File: src/rtl/lshift_pkg.sv
// Shared widths and data types for the 8-bit left barrel shifter.
package lshift_pkg;

   localparam int LSHIFT_WIDTH = 8;
   localparam int LSHIFT_SELW  = 3;

   typedef logic [LSHIFT_WIDTH-1:0] lshift_data_t;
   typedef logic [LSHIFT_SELW-1:0]  lshift_sel_t;

endpackage

File: src/rtl/lshift_stage.sv
// One barrel-shifter rank: conditionally shifts left by a fixed SHIFT, zero filling.
module lshift_stage #(
   parameter int WIDTH = 8,
   parameter int SHIFT = 1
) (
   input  logic             en,
   input  logic [WIDTH-1:0] a,
   output logic [WIDTH-1:0] y
);

   assign y = en ? {a[WIDTH-1-SHIFT:0], {SHIFT{1'b0}}} : a;

endmodule

File: src/rtl/lshift_8.sv
// 8-bit logical left barrel shifter with registered output, 1-cycle latency.
// Optional registered result-is-zero flag when LSHIFT_8_ZERO_FLAG_EN is defined.
module lshift_8
   import lshift_pkg::*;
#(
   parameter int WIDTH = LSHIFT_WIDTH
) (
   input  logic                     clk,
   input  logic                     rst,
   input  logic [WIDTH-1:0]         data,
   input  logic [$clog2(WIDTH)-1:0] lsel,
   output logic [WIDTH-1:0]         out
`ifdef LSHIFT_8_ZERO_FLAG_EN
   ,
   output logic                     zero
`endif
);

   localparam int SELW = $clog2(WIDTH);

   // w_rank[0] is the operand; rank k+1 has optionally shifted by 2**k.
   logic [SELW:0][WIDTH-1:0] w_rank;
   logic [WIDTH-1:0]         r_out;

   assign w_rank[0] = data;

   genvar k;
   generate
      for (k = 0; k < SELW; k++) begin : g_rank
         lshift_stage #(
            .WIDTH (WIDTH),
            .SHIFT (1 << k)
         ) u_stage (
            .en (lsel[k]),
            .a  (w_rank[k]),
            .y  (w_rank[k+1])
         );
      end
   endgenerate

   always_ff @(posedge clk or posedge rst) begin
      if (rst) r_out <= '0;
      else     r_out <= w_rank[SELW];
   end

   assign out = r_out;

`ifdef LSHIFT_8_ZERO_FLAG_EN
   logic r_zero;

   always_ff @(posedge clk or posedge rst) begin
      if (rst) r_zero <= 1'b0;
      else     r_zero <= (w_rank[SELW] == '0);
   end

   assign zero = r_zero;
`endif

endmodule

File: config.mk
export PLATFORM = sky130hd
export DESIGN_NAME = lshift_8
export DESIGN_NICKNAME = d
export VERILOG_FILES = /design/src/rtl/lshift_pkg.sv /design/src/rtl/lshift_stage.sv /design/src/rtl/lshift_8.sv
export SDC_FILE = /design/constraint.sdc
export NUM_CORES = 1
export LEC_CHECK = 0
export ABC_AREA = 1
export CAP_MARGIN = 20
export CORE_AREA = 2 2 39 41
export CTS_CLUSTER_SIZE = 20
export DETAILED_ROUTE_END_ITERATION = 6
export DIE_AREA = 0 0 41 43
export GPL_TIMING_DRIVEN = 0
export PLACE_DENSITY = 0.72
export SLEW_MARGIN = 40
export SYNTH_ARGS = -nofsm -noshare
export SYNTH_HDL_FRONTEND = slang
export SYNTH_SLANG_ARGS = --single-unit
File: constraint.sdc
create_clock -name clk -period 0.8 [get_ports clk]
set_input_delay 0.12 -clock clk [delete_from_list [all_inputs] [get_ports clk]]
set_output_delay 0.12 -clock clk [all_outputs]
set_load 0.03 [all_outputs]
Word level (Yosys, flattened, before mapping)
Cells that the tools add are included.
{"block": "word_totals", "n_memories": 0, "romBits": 0, "ram_bits": 0, "ff_bits": 8, "output_inout_bits": 8, "latchBits": 0}
{"block": "op_classes", "n_mux": 3, "n_eq_ne": 0, "shifts": 0, "mul": 0, "magnitude_cmp": 0, "n_addsub": 0, "div": 0, "n_reduce_logical": 0, "bitwise_logic": 0}
{"operator": "$mux 8", "n": 3}

Logic depth before layout (Yosys ltp)
Gate-level depths: netlist of the first run.
{"block": "logic_depth", "word_depth": 3, "mapped_depth": 6, "mapped_depth_nobuf": 5}

Hierarchy
From an unflattened synthesis of the first run, not the netlist that was laid out.
{"block": "unflattened", "hier_cells": 80, "area_unflattened_um2": 493.0}
{"module": "lshift_8", "cells_per_inst": 9, "n_inst": 1, "seq_area_each_um2": 200.2, "area_each_um2": 203.9}
{"module": "lshift_stage at g_rank[0].u_stage", "cells_per_inst": 25, "n_inst": 1, "seq_area_each_um2": 0.0, "area_each_um2": 101.3}
{"module": "lshift_stage at g_rank[1].u_stage", "cells_per_inst": 24, "n_inst": 1, "seq_area_each_um2": 0.0, "area_each_um2": 97.6}
{"module": "lshift_stage at g_rank[2].u_stage", "cells_per_inst": 22, "n_inst": 1, "seq_area_each_um2": 0.0, "area_each_um2": 90.1}

Least setup slack after synthesis of the first run
Ideal clock, no wire load.
{"block": "synth_path", "path_kind": "input to register", "start": "input lsel[1]", "end": "register r_out[5] (netlist: out[5])", "path_stages": 5, "required_ps": 683, "t_arrival_ps": 540, "slack_ps": 143, "path_buffers": 1, "setup_time_ps": 117, "cell_sequence": "buf_4 > inv_4 > nand3_1 > nand3_1 > nand2_1"}
{"block": "synth_via", "elab_chain_len": 2}
{"element": "start: declaration", "line": "lshift_8.sv:11", "text": "input logic [$clog2(WIDTH)-1:0] lsel,"}
{"element": "$mux 8 (2 in a row)", "line": "lshift_stage.sv:11", "text": "assign y = en ? {a[WIDTH-1-SHIFT:0], {SHIFT{1'b0}}} : a;"}
{"element": "net g_rank[2].u_stage.y[5]", "line": "lshift_stage.sv:8", "text": "output logic [WIDTH-1:0] y"}
{"element": "end signal: assignment", "line": "lshift_8.sv:43", "text": "else r_out <= w_rank[SELW];"}
{"element": "end: declaration", "line": "lshift_8.sv:23", "text": "logic [WIDTH-1:0] r_out;"}
The timed path passes the listed nets, and every way through them passes these cells.

Final worst setup path of the first run
{"block": "layout_path", "start": "register r_out[2] (netlist: out[2])", "end": "output out[2]"}
{"element": "end: declaration", "line": "lshift_8.sv:12", "text": "output logic [WIDTH-1:0] out"}
No word-level cell between the ends.

==> run summary, run 1 <==
Status: finished with violations
Failing checks: setup timing
Die Y-Extent: 43 um
MaxCap Viol Count: 0
Die Area: 0.00176 mm2
Post-Synth XOR/XNOR Area: 0
# IOs: 21
Power after layout: 1090 uW
Critical path type: reg -> out
Vias in the first global route: 419
Post-layout util: 0.528
Core area: 0.00138 mm2
Area grow syn2layout: 47.1%
CTS tree: done
Worst setup EP type: primary output
Placed Cells: 95
PD cells: 1490 mW/mm2
Worst path depth: 1
Via count: 479
Yosys cell types: 14
Most frequent cells after synthesis: nand2_1 (18), nand3_1 (15), dfrtp_1 (8)
Crit path cell chain: buf_6
Tmin final: 0.868 ns
Design area: 731 um2
Max rail drop VDD: 0.543 mV
Critical path arrival: 0.75 ns
Max transition margin: 0.819
Gr usage total: 0.131
Synth Area in Simple Gates: 0.494
Layout cells sized above 1: 0.366
DIE WIDTH: 41 um
Achievable Freq: 1150 MHz
Fin Hold WS: 0.104 ns
ANT cells: 0
HP Class: in -> reg
Area post-placement: 687 um2
Clock buffer depth: 2
Fin. Hold Viols: 0
Clk network pwr share: 0.264
Initial antenna violation count: 0
Top_reg_cell synth: dfrtp_1
Crit Path Max Fanout: 1
RSZ-0062 raised after global routing: yes
IO Port Bufs: 17
Critical path endpoint: out[2]
CP max stage delay: 0.37 ns
Synth warn: 0
Mux cell area share after synthesis: 0
Top cells by area, synth: dfrtp_1 (40%), nand3_1 (15%), nand2_1 (14%)
Combinational family with the most area after synthesis: simple AND/OR/NAND/NOR gates
DR pass1 iterations: 4
Post-synth top area cell: dfrtp_1
P_int: 761 uW
Synth Area in Compound Gates: 0
Antenna violation net count after detailed routing: 0
Adder-Cell Fraction of Synth Area: 0
Post-CTS setup buffer count: 0
Sequential share of the synthesized area: 0.403
#FFs+latches synth: 8
Sequential power share: 0.414
GPL Wtd Cong: 0.861
Startpoint types: register
Combinational power share: 0.322
Slew @ Worst Pin: 0.271 ns
Final Max Slew Viols: 0
Post-synth top area share: 0.403
Post-Syn Nets: 75
Final Cycle Share: 1.09
Post-CTS Hold Buffers: 0
Footprint of the multi-input gates: 250 um2
Largest net degree at the start of global routing: 10
Post-synth EDFFs: 0
Post-DP HPWL: 828 um
Most frequent cell after synthesis: nand2_1
Top delay family on crit path: flip-flops
Reg clk slew, reported paths: 0.05 ns
Fin nets: 97
Wirelength per Cell: 10.2 um
PnR worst setup slack: -0.0682 ns
Routed WL: 996 um
Final setup fails: 8
Clock sink count: 8
Starting Density: 0.359
Post-DR vias/cell: 4.89
CTS Buf Count: 3
Grt ovf: 0
Max reg flops: 8
Net Sw Frac: 0.300
CP Buf/Inv Count: 1
Worst Path Required: 0.68 ns
Post-route DRC: 0
Register area: 200 um2
LEAKAGE: 0.000392 uW
Mapped Avg Cell Area: 8.01 um2
FFs w/ async S/R, synth: 1.00
Switch Pwr: 326 uW
Post-Syn Area: 497 um2
DRT iter0 DRCs: 10
Row count: 14
H-tree depth: 1
Critical path launch point: out[2]
Fillers: 145
Global-route wire length before repair: 1600 um
Syn Inst Count: 62
Critical Path Slowest Stage Cell: dfrtp_1
Clk root buf: clkbuf_4
Final Instance Count excl. Fillers: 98
-- cell families (layout without fill, tap and decap cells) --
logic type | count (synthesis) | count (layout)
and+or+nand+nor | 47 | 47
DFF | 8 | 8
buffers and inverters | 7 | 27
-- final cells by class --
| type | instances | share of cell area |
|---|---|---|
| multi-input combinational | 47 | 0.342 |
| sequential | 8 | 0.274 |
| buffer | 3 | 0.0360 |
| timing repair buffer | 17 | 0.255 |
| clock buffer | 3 | 0.0308 |
| inverter | 4 | 0.0342 |
| tap | 16 | 0.0274 |
-- cells in the final DEF, fill, tap and decap left out --
cell | Yosys | routed
nand2_2 | 5 | 7
buf_4 | 2 | 2
inv_1 | 2 | 2
nor2_2 | 3 | 3
dlymetal6s2s_1 | 0 | 3
nand4_1 | 1 | 1
nand2_4 | 1 | 1
nor3_1 | 1 | 1
nand3_2 | 3 | 3
buf_6 | 1 | 9
dlygate4sd2_1 | 0 | 1
clkdlybuf4s50_1 | 0 | 5
clkbuf_4 | 0 | 3
inv_8 | 1 | 1
inv_4 | 1 | 1
nand3_1 | 15 | 15
dfrtp_1 | 8 | 8
nand2_1 | 18 | 16
-- power by group through the flow --
stage / Sequential (uW) / Combinational, uW / Clock [uW]
final: 450 / 350 / 287
after global placement: 449 / 341 / 0
after floorplan: 516 / 143 / 0
after detailed placement: 450 / 346 / 0
after CTS: 450 / 353 / 291
after global routing: 453 / 383 / 299
-- worst min-delay path by stage --
stage               startpoint  cells past startpoint  slack, ns  endpoint
finish                 lsel[2]                      2       0.10    out[3]
detailed placement     lsel[2]                      2       0.36    out[1]
global route           lsel[2]                      2       0.11    out[1]
CTS                    lsel[2]                      2       0.10    out[3]
floorplan                  rst                      1      -0.06    out[0]
global placement       lsel[2]                      2       0.35    out[1]
-- stage by stage --
step / TNS (ns) / setup WS (ns)
finish: -0.503 / -0.0682
CTS: -0.552 / -0.0770
global placement: -4.02 / -0.279
detailed placement: -4.14 / -0.290
floorplan: 0 / 0.143
global route: -0.662 / -0.0954
-- metal layers --
layer	share of wire	routed length (um)	GRT usage	vias to the layer above
met5	0	0	0	-
met4	0.014	14	0.0800	0
met3	0.083	83	0.0157	2
met2	0.52	513	0.213	23
met1	0.38	383	0.153	211
li1	-	-	-	243
-- timing repair --
item / in CTS / in global routing
resized for setup: 58 / 4
endpoints found under the setup margin: 12 / 14
pin swaps: 1 / 0
Power figures use the tool's default switching activity.
==> run 2: changes to the inputs <==
--- a/config.mk
+++ b/config.mk
@@ -8,12 +8,13 @@
 export ABC_AREA = 1
 export CAP_MARGIN = 20
 export CORE_AREA = 2 2 39 41
+export CTS_CLUSTER_DIAMETER = 80
 export CTS_CLUSTER_SIZE = 20
 export DETAILED_ROUTE_END_ITERATION = 6
 export DIE_AREA = 0 0 41 43
 export GPL_TIMING_DRIVEN = 0
 export PLACE_DENSITY = 0.72
-export SLEW_MARGIN = 40
+export SLEW_MARGIN = 20
 export SYNTH_ARGS = -nofsm -noshare
 export SYNTH_HDL_FRONTEND = slang
 export SYNTH_SLANG_ARGS = --single-unit
==> results of run 2 <==
No change in the layout: final DEF, timing and power equal those of run 1.
